**config.mk**
```make
export PLATFORM = sky130hd
export DESIGN_NAME = cover_toggle_collector
export DESIGN_NICKNAME = d
export VERILOG_FILES = /design/src/rtl/cover_toggle_collector.sv
export SDC_FILE = /design/constraint.sdc
export NUM_CORES = 1
export LEC_CHECK = 0
export ABC_AREA = 1
export ABC_CLOCK_PERIOD_IN_PS = 6100
export CAP_MARGIN = 10
export CORE_MARGIN = 1
export CORE_UTILIZATION = 50
export CTS_BUF_LIST = sky130_fd_sc_hd__clkbuf_16
export DETAILED_ROUTE_END_ITERATION = 8
export PLACE_DENSITY = 0.77
export RECOVER_POWER = 25
export SKIP_CTS_REPAIR_TIMING = 1
export SYNTH_ARGS = -nofsm -noshare
export SYNTH_HDL_FRONTEND = slang
export SYNTH_SLANG_ARGS = --single-unit
```
**constraint.sdc**
```tcl
create_clock -name clock -period 6.1 [get_ports clock]
set_clock_uncertainty 0.15 [all_clocks]
set_input_delay 1.22 -clock clock [delete_from_list [all_inputs] [get_ports clock]]
set_output_delay 1.22 -clock clock [all_outputs]
set_load 0.02 [all_outputs]
```
**src/rtl/cover_toggle_collector.sv**
```systemverilog
// Sticky toggle-coverage bitmap that reports each point's first hit once over a valid/ready stream.
// Optional simulation-only report counter when COVER_TOGGLE_DPI_EN is defined (ignored under SYNTHESIS).
module cover_toggle_collector #(
  parameter int WIDTH       = 42,
  parameter int COVER_INDEX = 0,
  parameter int COVER_TOTAL = 38253
) (
  input  logic                         clock,
  input  logic                         reset,
  input  logic [WIDTH-1:0]             valid,
  input  logic                         clear,
  output logic                         out_valid,
  input  logic                         out_ready,
  output logic [31:0]                  out_index,
  output logic [$clog2(WIDTH+1)-1:0]   covered_count,
  output logic                         all_covered
);

  localparam int CW = $clog2(WIDTH+1);
  localparam int IW = (WIDTH > 1) ? $clog2(WIDTH) : 1;

  generate
    if (WIDTH < 1 || WIDTH > 1024) begin : g_bad_width
      $fatal(1, "cover_toggle_collector: WIDTH must be 1..1024");
    end
    if (COVER_INDEX < 0 || COVER_INDEX + WIDTH > COVER_TOTAL) begin : g_bad_range
      $fatal(1, "cover_toggle_collector: COVER_INDEX+WIDTH exceeds COVER_TOTAL");
    end
  endgenerate

  logic [WIDTH-1:0] covered;
  logic [WIDTH-1:0] pending;
  logic [WIDTH-1:0] new_hits;
  logic [WIDTH-1:0] sel_hot;
  logic [IW-1:0]    sel_idx;
  logic [CW-1:0]    hit_count;
  logic             free;
  logic             load;

  assign new_hits = valid & ~covered;
  assign free     = ~out_valid | out_ready;
  // No load on a clear edge: the pending bitmap is being discarded.
  assign load     = free & (|pending) & ~clear;
  assign sel_hot  = pending & (~pending + WIDTH'(1));

  always_comb begin
    sel_idx = '0;
    for (int i = WIDTH-1; i >= 0; i--) begin
      if (pending[i]) sel_idx = IW'(i);
    end
  end

  always_comb begin
    hit_count = '0;
    for (int i = 0; i < WIDTH; i++) begin
      hit_count = hit_count + CW'(new_hits[i]);
    end
  end

  always_ff @(posedge clock or posedge reset) begin
    if (reset) begin
      covered       <= '0;
      pending       <= '0;
      covered_count <= '0;
      out_valid     <= 1'b0;
      out_index     <= '0;
    end else begin
      if (clear) begin
        covered       <= '0;
        pending       <= '0;
        covered_count <= '0;
      end else begin
        covered       <= covered | new_hits;
        pending       <= (load ? (pending & ~sel_hot) : pending) | new_hits;
        covered_count <= covered_count + hit_count;
      end
      if (free) begin
        if (load) begin
          out_valid <= 1'b1;
          out_index <= 32'(COVER_INDEX) + 32'(sel_idx);
        end else begin
          out_valid <= 1'b0;
        end
      end
    end
  end

  assign all_covered = (covered_count == CW'(WIDTH));

`ifdef COVER_TOGGLE_DPI_EN
`ifndef SYNTHESIS
  longint mirror_count = 0;

  always @(posedge clock) begin
    if (!reset && out_valid && out_ready) mirror_count <= mirror_count + 1;
  end
`endif
`endif

endmodule

```
# After elaboration in Yosys (flattened, before gate mapping)
# Index checks and enable logic that the tools add are counted.
totals:
  register_bits: 97
classes:
  addsub: 43
  eq_ne: 1
  muxes: 47
  bitwise: 13
  n_reduce_logical: 2
op_table:
  columns: ["op", "n"]
  rows:
  - ["$mux 6", 43]
  - ["$add 6x1->6", 36]
  - ["$and 42x42->42", 3]
  - ["$mux 42", 3]
  - ["$not 42->42", 3]
  - ["$or 42x42->42", 2]
  - ["$add 42x1->42 const B", 1]
  - ["$reduce_or 42->1", 1]
  - ["$add 5x1->6", 1]
  - ["$add 6x6->6", 1]
  - ["$eq 6x6->1 const B", 1]
  - ["$add 4x1->5", 1]
  - ["$add 3x1->4", 1]
  - ["$add 2x1->3", 1]
  - ["$add 1x1->2", 1]
  - ["$and 1x1->1", 2]
  - ["$not 1->1", 2]
  - ["$reduce_and 2->1", 1]
  - ["$mux 1", 1]
  - ["$or 1x1->1", 1]

# Longest topological paths before layout
# Gate-level depths: netlist of run 1.
depth:
  depth_word: 45
  ltp_mapped: 43
  depth_no_buf: 43

# Least setup slack after synthesis of run 1
# No wires, ideal clock.
synth_path:
  path_kind: "input -> register"
  start: "in valid[34]"
  end: "reg covered_count[4]"
  setup_time_ns: 0.129
  arrival_time_ns: 6.251
  slack_ns: -0.430
  cell_stages: 18
  n_path_buf: 0
  path_cell_list: "nand2_1 -> fa_1 -> inv_1 -> fa_1 -> inv_1 -> fa_1 -> inv_1 -> fa_1 -> inv_1 -> fa_1 -> fa_1 -> fa_1 -> fa_1 -> fa_1 -> nor3_1 -> a211oi_1 -> o21ai_0 -> a21oi_1"
synth_between:
  elab_chain_cells: 11
synth_lines:
  columns: ["element", "line", "rtl"]
  rows:
  - ["start: declaration", "10", "input logic [WIDTH-1:0] valid,"]
  - ["$and 42x42->42", "40", "assign new_hits = valid & ~covered;"]
  - ["$add 6x1->6 (8 in a row)", "56", "hit_count = hit_count + CW'(new_hits[i]);"]
  - ["$add 6x6->6", "75", "covered_count <= covered_count + hit_count;"]
  - ["$mux 6", "68", "if (clear) begin"]
  - ["end signal: assignment", "75", null]
  - ["end: declaration", "15", "output logic [$clog2(WIDTH+1)-1:0] covered_count,"]
# Every way passes these cells.
# A chain may end at the register's enable or synchronous reset.

# Final worst setup path of run 1
layout_path:
  start: "in valid[26]"
  end: "reg covered_count[4]"
layout_between:
  elab_chain_cells: 19
layout_lines:
  columns: ["element", "line"]
  rows:
  - ["$and 42x42->42", "40"]
  - ["$add 6x1->6 (16 in a row)", "56"]
  - ["$add 6x6->6", "75"]
  - ["$mux 6", "68"]
# Every way passes these cells.

==> results of run 1 <==
-- per-layer routing --
layer	wire length, um	GRT usage, %	vias up
met2	6340	37.5	123
met5	0	0	-
li1	-	-	2379
met3	593	4.39	21
met4	310	9.07	0
met1	5860	30.5	2239
-- metrics by stage --
step | TNS, ps | hold WS (ps)
after floorplan | -108 | 310
after global placement | -3750 | 314
after detailed placement | -4150 | 317
after CTS | -2130 | 330
after global routing | -1170 | 338
final | -334 | 326
-- area by class of cell --
| cell class | count | area, um2 | share of cell area (%) |
|---|---|---|---|
| multi-input cells | 471 | 2860 | 39.7 |
| flip-flops and latches | 97 | 2430 | 33.6 |
| repair buffers | 100 | 887 | 12.3 |
| inverters | 161 | 606 | 8.39 |
| clock buffers | 9 | 225 | 3.12 |
| well taps | 143 | 179 | 2.48 |
| clock inverters | 7 | 30.0 | 0.416 |
-- critical path: cells and delay by family --
kind                       cells  cell delay, ps
buffers and inverters          3             170
AOI/OAI and AO/OA              3             240
and+or+nand+nor                2             250
adders and majority gates      9            4490
-- kinds of logic after synthesis --
family                   count (synthesis)  share of synthesized area, %
adder cells (fa/ha/maj)                 50                          15.1
XOR/XNOR                                 3                         0.445
buffers and inverters                  198                          14.2
flip-flops                              97                          41.1
AND/OR/NAND/NOR                        312                          21.7
AO/OA/AOI/OAI                           80                          7.32
other                                    1                        0.0636
-- power breakdown --
part,internal [uW],leakage (uW),total [uW],switching (uW)
Clock,269,0.000136,511,242
Sequential,725,0.00123,777,52.0
Combinational,1390,0.00251,2890,1500
-- registers in the layout, summed over array words and instances (netlist names) --
| register | cells |
|---|---|
| covered | 42 |
| pending | 42 |
| covered_count | 6 |
| out_index | 6 |
| out_valid | 1 |
-- Yosys cell counts (8+ instances only) --
| library cell | instances | area, um2 |
|---|---|---|
| a21oi_1 | 39 | 195 |
| inv_1 | 145 | 544 |
| inv_2 | 16 | 60.1 |
| clkbuf_1 | 11 | 41.3 |
| fa_1 | 35 | 701 |
| dfrtp_1 | 97 | 2430 |
| nor3_1 | 9 | 45.0 |
| buf_4 | 26 | 195 |
| nor2_1 | 150 | 563 |
| nand3_1 | 9 | 45.0 |
| o21ai_0 | 26 | 130 |
| nand2_1 | 121 | 454 |
| nand4_1 | 8 | 50.1 |
| ha_1 | 15 | 188 |
-- path summary, 6_finish.rpt --
check                              from               end  slack, ps  depth (start not counted)
min reg2reg                out_index[1]      out_index[1]        330                          1
max reg2reg                 covered[26]  covered_count[4]        260                         17
max in group asynchronous         reset        covered[4]       2450                          3
min in group asynchronous         reset       covered[24]       1910                          2
max                           valid[26]  covered_count[4]       -190                         17
min                        out_index[1]      out_index[1]        330                          1
-- cells in the final DEF, fill, tap and decap left out, types with 3 or more instances in the layout --
cell	n
conb_1	26
dfrtp_1	97
nor3_1	8
o21ai_1	5
fa_1	29
nor2_1	144
clkbuf_2	8
nand4_1	8
ha_1	15
dlymetal6s2s_1	9
buf_4	41
nand2_2	11
nand2_1	106
nor2_4	6
inv_2	28
inv_1	134
nand2_4	4
o21ai_0	23
nor2_2	6
fa_2	6
clkbuf_16	9
clkdlybuf4s50_1	37
nand3_1	9
nor4_1	3
a21oi_1	38
clkinv_2	3
==> flow_metrics.py, run 1 <==
metrics = {
    "placement": {
        "dp_cells": 963,
        "port_buffers": 59,
        "place_ws_ps": -835,
        "placed_area_mm2": 0.00679,
        "dp_hpwl_mm": 9.72,
        "globalplace.congestion": 0.881,
    },
    "floorplanning": {
        "coreArea_mm2": 0.0115,
        "rows": 39,
        "fp.dieW_um": 111,
        "start_util_pct": 51.5,
        "die_area_mm2": 0.0122,
        "die_y_um": 111,
        "io_pins": 86,
    },
    "timing": {
        "worst_pin_slew_ps": 2650,
        "worst_slack_ps": -190,
        "post-route-period-util_pct": 103,
        "fmax_mhz": 159,
        "post-route-min-period_ps": 6290,
        "finalMaxSlewViolations": 60,
        "setup_viol": 3,
        "slew_headroom_pct": -77.7,
        "timing.final.hold_violations": 0,
        "rsz0062_at_grt": "yes",
    },
    "power_and_ir_drop": {
        "vdd_ir_drop_max_uv": 1680,
        "finalPower_uw": 4180,
        "p_leak_uw": 0.00388,
        "powerDensity_mw_per_mm2": 579,
    },
    "cts": {
        "clock_sinks": 97,
        "clkTransAtPathRegs_ps": 70,
        "cts-root-buf": "clkbuf_16",
        "clockBufferDepth": 2,
        "cts.htree.levels": 3,
        "numCtsBuffers": 9,
        "clock_latency_ps": 350,
        "cts_tree": "done",
    },
    "worst_setup_path": {
        "cp-end-kind": "flip-flop",
        "path_cells": "buf_8 > nand2_4 > fa_2 > fa_1 > inv_2 > fa_1 > inv_2 > fa_1 > fa_2 > fa_1 > fa_2 > fa_2 > fa_2 > nor3_2 > a211oi_2 > o21ai_1 > a21oi_1",
        "critical_path.max_stage_delay_ps": 580,
        "worst_path_max_delay_cell": "fa_1",
        "startpoint_type": "primary input",
        "cp.arrival_ps": 6380,
        "crit_fanout": 2,
        "crit_path_frequent_cell": "fa_2",
        "path_class": "in2reg",
        "cp.required_ps": 6190,
    },
    "logic_synthesis": {
        "synth_flop_cell": "dfrtp_1",
        "yosysWarningCount": 0,
        "synth_area_per_cell_um2": 7.96,
        "synthCells": 741,
        "ys_ff_latch": 97,
        "synth_enable_flop_cells": 0,
        "synth_area_mm2": 0.00590,
        "ys_seq_area_share_pct": 41.1,
        "async_reset_ff_share_pct": 100,
        "ys_types": 35,
    },
    "detailed_routing": {
        "wire_per_inst_um": 13.3,
        "antenna_left": 0,
        "viasPerCell": 4.82,
        "drc": 0,
        "drt_first_pass_iters": 4,
        "first_iter_violations": 294,
        "finalWirelength_mm": 13.1,
        "vias": 4762,
    },
    "finish": {
        "fin_area_mm2": 0.00722,
        "utilization_pct": 62.9,
        "syn2layout_area_growth_pct": 22.3,
        "layout-drive-gt1-share_pct": 16.3,
        "diodes": 0,
        "fill_cells": 969,
        "fin_cells": 988,
        "final_nets": 936,
    },
    "global_routing": {
        "antenna_found_initial": 0,
        "grt_pass1_wl_mm": 22.1,
        "grt_overflow": 0,
        "grt_max_degree": 72,
        "first_global_vias": 4646,
        "track_usage_pct": 23.0,
    },
    "status": {
        "status": "finished, violations left",
        "violations": "max-capacitance violations, max-slew violations, negative setup slack",
    },
    "hold_path": {
        "min_path_type": "reg2reg",
    },
    "flow_run": {
        "cap_violations": 1,
    },
}
Power figures use the tool's default switching activity.
==> inputs of run 2 (changes only) <==
- ABC_CLOCK_PERIOD_IN_PS: 6100 -> 6250
- CORE_UTILIZATION: 50 -> 55
- PLACE_DENSITY: 0.77 -> 0.81
- SLEW_MARGIN: not set -> 40
- clock period: 6.1 -> 6.25 ns (I/O delays scaled with it)
==> run 2 against run 1 <==
Compared with the run above: the run still ends with max-capacitance violations, max-slew violations, negative setup slack left; sequential share of layout area up 0.16 points; worst hold slack improved by 13 ps; via count rose by 3.1%; routed wire length increased by 2.1%; worst setup slack better by 26 ps; combinational power fell by 11%; die area is 8.9% lower; sequential power shrank 2%; power is 7.1% lower; clock-buffer cell count stayed put; critical endpoint unchanged.
==> flow_metrics.py, run 2 (synthesis results as in run 1) <==
metrics = {
    "power_and_ir_drop": {
        "p_seq_share_pct": 19.7,
        "switching_share_pct": 43.4,
        "p_comb_share_pct": 66.3,
        "p_int_uw": 2200,
        "p_leak_uw": 0.00387,
        "powerDensity_mw_per_mm2": 541,
        "vdd_ir_drop_max_uv": 1250,
        "finalPower_uw": 3880,
        "p_clk_share_pct": 14.0,
        "netSwitchingPower_uw": 1690,
    },
    "cts": {
        "cts-root-buf": "clkbuf_16",
        "clkTransAtPathRegs_ps": 70,
        "clock_sinks": 97,
        "numCtsBuffers": 9,
        "cts_tree": "done",
        "cts.htree.levels": 3,
        "clock_latency_ps": 350,
        "clockBufferDepth": 2,
    },
    "worst_setup_path": {
        "cp.arrival_ps": 6500,
        "critical_path.max_stage_delay_ps": 570,
        "crit_fanout": 2,
        "regToRegSetupSlack_ps": 330,
        "path_cells": "buf_8 > nand2_4 > fa_1 > inv_2 > fa_1 > inv_2 > fa_1 > inv_2 > fa_1 > inv_1 > fa_1 > fa_1 > fa_1 > fa_2 > fa_2 > nor3_2 > a211oi_2 > o21ai_1 > a21oi_1",
        "startpoint_type": "primary input",
        "cp-end-kind": "flip-flop",
        "r2r_cells": 19,
        "crit_path_frequent_cell": "fa_1",
        "crit_start": "valid[34]",
        "worst_path_max_delay_cell": "fa_1",
        "rr_startpoint": "covered[34]",
        "path_class": "in2reg",
        "cp_top_family": "adder cells",
        "crit_buf_inv": 5,
        "r2r-end": "covered_count[4]",
        "cp.required_ps": 6330,
    },
    "detailed_routing": {
        "viasPerCell": 5.03,
        "drt_first_pass_iters": 5,
        "wire_per_inst_um": 13.7,
        "first_iter_violations": 297,
        "drc": 0,
        "finalWirelength_mm": 13.4,
        "vias": 4910,
        "antenna_left": 0,
    },
    "global_routing": {
        "grt.met2_usage_pct": 43.2,
        "grt_max_degree": 72,
        "grt_pass1_wl_mm": 22.7,
        "first_global_vias": 4981,
        "global_route.peak_usage_layer": "met2",
        "track_usage_pct": 26.3,
        "antenna_found_initial": 0,
        "grt_overflow": 0,
        "grt_util_met1_pct": 34.1,
        "use_met3_pct": 5.57,
    },
    "timing": {
        "rsz0062_at_grt": "yes",
        "slew_headroom_pct": -111,
        "fmax_mhz": 156,
        "post-route-period-util_pct": 103,
        "finalMaxSlewViolations": 120,
        "worst_pin_slew_ps": 3170,
        "setup_viol": 2,
        "worst_slack_ps": -164,
        "whs_ps": 339,
        "timing.final.hold_violations": 0,
        "post-route-min-period_ps": 6410,
    },
    "finish": {
        "final_common_cell": "nor2_1",
        "layout_common_cells": "144 x nor2_1, 135 x inv_1, 107 x nand2_1, 97 x dfrtp_1, 39 x a21oi_1",
        "layout-drive-gt1-share_pct": 14.6,
        "final_nets": 931,
        "fin_area_mm2": 0.00718,
        "top_regs": "covered: 42 flops, pending: 42 flops",
        "fin_cells": 976,
        "syn2layout_area_growth_pct": 21.7,
        "diodes": 0,
        "fill_cells": 815,
    },
    "floorplanning": {
        "rows": 37,
        "coreArea_mm2": 0.0104,
        "die_area_mm2": 0.0111,
        "die_y_um": 106,
        "io_pins": 86,
        "fp.dieW_um": 106,
        "start_util_pct": 56.9,
    },
    "placement": {
        "globalplace.congestion": 0.886,
        "dp_hpwl_mm": 9.96,
        "placed_area_mm2": 0.00678,
        "port_buffers": 59,
        "dp_cells": 956,
    },
    "hold_path": {
        "holdPathEnd": "out_index[0]",
        "min_path_cells": 2,
        "min_path_type": "reg2reg",
        "min_from": "out_index[0]",
    },
    "status": {
        "status": "finished, violations left",
        "violations": "max-capacitance violations, max-slew violations, negative setup slack",
    },
    "flow_run": {
        "cap_violations": 2,
    },
}
==> run 2: cell types whose count changed in the layout (fill, tap and decap cells not counted), sizes merged <==
cell	previous run	this run
inv	162	161
buf	45	38
clkbuf	17	16
bufinv	0	1
clkinv	5	3
clkinvlp	1	3
dlymetal6s2s	9	12
==> run 2: tightest hold or removal path: cells and delay by family, from the launching register on <==
kind             cells  cell delay [ps]
DFF                  1              350
and+or+nand+nor      2              110
==> run 2: cell type report <==
type	instances	area, um2	area share (%)
Inverter	161	606	8.43
Tap cell	136	170	2.37
Multi-Input combinational cell	471	2830	39.4
Sequential cell	97	2430	33.8
Timing Repair Buffer	95	863	12.0
Clock buffer	9	225	3.14
Clock inverter	7	62.6	0.871
==> run 2: worst max path at each step <==
| stage | endpoint | slack, ps | cells after the start |
|---|---|---|---|
| floorplan | covered_count[4] | 5 | 18 |
| global placement | covered_count[4] | -710 | 19 |
| detailed placement | covered_count[4] | -810 | 19 |
| CTS | covered_count[4] | -440 | 19 |
| global route | covered_count[4] | -290 | 17 |
| finish | covered_count[4] | -160 | 19 |
==> run 2: metal layers <==
metal | share of wire (%) | routed length (um) | vias up
met5 | 0 | 0 | -
met4 | 3.0 | 395 | 0
met3 | 4.9 | 659 | 36
met2 | 48 | 6460 | 166
met1 | 44 | 5870 | 2343
li1 | - | - | 2365
==> run 2: power groups by stage <==
stage / Sequential (uW) / Clock, uW / Combinational, uW
floorplan: 781 / 0 / 1580
global placement: 768 / 0 / 2220
detailed placement: 771 / 0 / 2380
CTS: 761 / 551 / 2400
global route: 771 / 577 / 2900
finish: 765 / 543 / 2580
==> run 2: per-stage QoR <==
stage | util (%) | TNS (ps) | setup slack [ps]
after floorplan | - | 0 | 5.16
after global placement | 65.3 | -3170 | -706
after detailed placement | 65.3 | -3650 | -812
after CTS | 68.1 | -1730 | -441
after global routing | 69.3 | -801 | -292
final | 69.3 | -169 | -164
==> inputs of run 3 (changes only) <==
- CORE_UTILIZATION: 55 -> 64
- DONT_BUFFER_PORTS: not set -> 1
- PLACE_DENSITY: 0.81 -> 0.8
==> run 3 against run 2 <==
Compared with the run above: the run ends with design-rule violations, max-capacitance violations, max-slew violations left; maximum frequency increased by 4.1%; via count decreased by 7.5%; sequential power increased by 2%; design area decreased by 11%; power decreased by 9.2%; worst hold slack improved by 3.9 ps; worst setup slack improved by 250 ps; critical path type unchanged; largest power group unchanged.
==> flow_metrics.py, run 3 (synthesis results as in run 1) <==
metrics = {
    "global_routing": {
        "grt_overflow": 0,
        "first_global_vias": 4561,
        "use_met3_pct": 4.22,
        "track_usage_pct": 28.5,
        "antenna_found_initial": 0,
        "global_route.peak_usage_layer": "met2",
        "grt_pass1_wl_mm": 21.3,
        "grt_max_degree": 73,
        "grt_util_met1_pct": 40.0,
        "grt.met2_usage_pct": 46.4,
    },
    "finish": {
        "fin_area_mm2": 0.00638,
        "top_regs": "covered: 42 flops, pending: 42 flops",
        "fill_cells": 706,
        "syn2layout_area_growth_pct": 8.12,
        "multi_input_area_mm2": 0.00276,
        "regArea_mm2": 0.00243,
        "layout_common_cells": "147 x nor2_1, 140 x inv_1, 117 x nand2_1, 97 x dfrtp_1, 39 x a21oi_1",
        "utilization_pct": 72.4,
        "diodes": 0,
        "layout-drive-gt1-share_pct": 10.7,
        "final_nets": 859,
        "final_common_cell": "nor2_1",
    },
    "timing": {
        "fmax_mhz": 162,
        "timing.final.hold_violations": 0,
        "post-route-min-period_ps": 6160,
        "rsz0062_at_grt": "yes",
        "post-route-period-util_pct": 98.6,
        "slew_headroom_pct": -10.7,
        "setup_viol": 0,
        "worst_pin_slew_ps": 1650,
        "finalMaxSlewViolations": 39,
    },
    "floorplanning": {
        "die_y_um": 98.0,
        "rows": 34,
        "fp.dieW_um": 98.0,
        "io_pins": 86,
        "start_util_pct": 67.0,
        "coreArea_mm2": 0.00881,
        "die_area_mm2": 0.00961,
    },
    "worst_setup_path": {
        "cp_top_family": "adder cells",
        "path_class": "in2reg",
        "r2r_cells": 19,
        "path_cells": "nand2_2 > fa_1 > inv_2 > fa_1 > inv_2 > fa_1 > inv_2 > fa_1 > inv_1 > fa_1 > fa_1 > fa_1 > fa_2 > fa_2 > nor3_2 > a211oi_2 > o21ai_1 > a21oi_1",
        "r2r-end": "covered_count[4]",
        "crit_buf_inv": 4,
        "crit_fanout": 2,
        "worst_path_max_delay_cell": "fa_1",
        "crit_start": "valid[38]",
        "cp-end-kind": "flip-flop",
        "cp.required_ps": 6320,
        "cp.arrival_ps": 6230,
        "critical_path.max_stage_delay_ps": 550,
        "startpoint_type": "primary input",
        "crit_path_frequent_cell": "fa_1",
        "rr_startpoint": "covered[38]",
        "regToRegSetupSlack_ps": 550,
    },
    "power_and_ir_drop": {
        "p_int_uw": 1990,
        "p_comb_share_pct": 63.4,
        "p_clk_share_pct": 14.5,
        "finalPower_uw": 3530,
        "switching_share_pct": 43.7,
        "netSwitchingPower_uw": 1540,
        "p_seq_share_pct": 22.2,
        "vdd_ir_drop_max_uv": 1690,
        "p_leak_uw": 0.00346,
        "powerDensity_mw_per_mm2": 553,
    },
    "detailed_routing": {
        "viasPerCell": 5.19,
        "vias": 4543,
        "first_iter_violations": 378,
        "finalWirelength_mm": 12.4,
        "drc": 10,
        "antenna_left": 0,
        "drt_first_pass_iters": 7,
        "wire_per_inst_um": 14.1,
    },
    "status": {
        "violations": "design-rule violations, max-capacitance violations, max-slew violations",
        "status": "finished, violations left",
    },
    "hold_path": {
        "min_path_type": "reg2reg",
        "holdPathEnd": "covered[31]",
        "min_from": "covered[31]",
        "min_path_cells": 2,
    },
    "placement": {
        "placed_area_mm2": 0.00608,
        "port_buffers": 0,
        "globalplace.congestion": 0.916,
        "dp_hpwl_mm": 9.62,
    },
    "cts": {
        "cts.htree.levels": 3,
        "cts_tree": "done",
        "clock_sinks": 97,
        "cts-root-buf": "clkbuf_16",
        "clockBufferDepth": 2,
        "clock_latency_ps": 340,
        "clkTransAtPathRegs_ps": 70,
        "numCtsBuffers": 9,
    },
    "flow_run": {
        "cap_violations": 1,
    },
}
run 3: final cells by class:
| class | instances | area share (%) |
|---|---|---|
| Tap cell | 108 | 2.12 |
| Inverter | 161 | 9.49 |
| Timing Repair Buffer | 23 | 2.77 |
| Clock buffer | 9 | 3.53 |
| Sequential cell | 97 | 38.0 |
| Multi-Input combinational cell | 471 | 43.3 |
| Clock inverter | 7 | 0.726 |
run 3: worst max path at each step:
| stage | endpoint | slack, ps | cells after the start |
|---|---|---|---|
| 2_1_floorplan | covered_count[4] | 5 | 18 |
| 3_3_place_gp | covered_count[4] | -180 | 18 |
| 3_5_place_dp | covered_count[4] | -300 | 18 |
| 4_1_cts | covered_count[2] | 60 | 17 |
| 5_1_grt | covered_count[4] | 0.5 | 18 |
| 6_report | covered_count[4] | 90 | 18 |
run 3: power by group through the flow:
stage / Clock (uW) / Sequential [uW] / Combinational [uW]
3_3_place_gp: 0 / 790 / 2000
6_report: 510 / 782 / 2230
5_1_grt: 535 / 789 / 2560
3_5_place_dp: 0 / 792 / 2120
2_1_floorplan: 0 / 781 / 1580
4_1_cts: 512 / 781 / 2140
run 3: layer usage:
layer  up-vias  routed length (um)
met3        17                 842
met5         -                   0
li1       2218                   -
met1      2133                5380
met4         0                 204
met2       175                5960
run 3: worst reg2reg max path, delay by kind of cell (launching register included):
kind	cells	cell delay [ps]
compound gates	3	260
fa+ha+maj	9	4310
buf+inv	5	280
flops	1	380
simple gates	2	190
run 3: per-stage QoR:
| step | hold WS [ps] | worst slack (ps) | setup TNS, ps | instances |
|---|---|---|---|---|
| floorplan | 310 | 5.16 | 0 | 766 |
| global placement | 322 | -177 | -435 | 859 |
| detailed placement | 330 | -304 | -1030 | 859 |
| CTS | 345 | 55.6 | 0 | 875 |
| global route | 359 | 0.549 | 0 | 876 |
| finish | 343 | 86.7 | 0 | 876 |
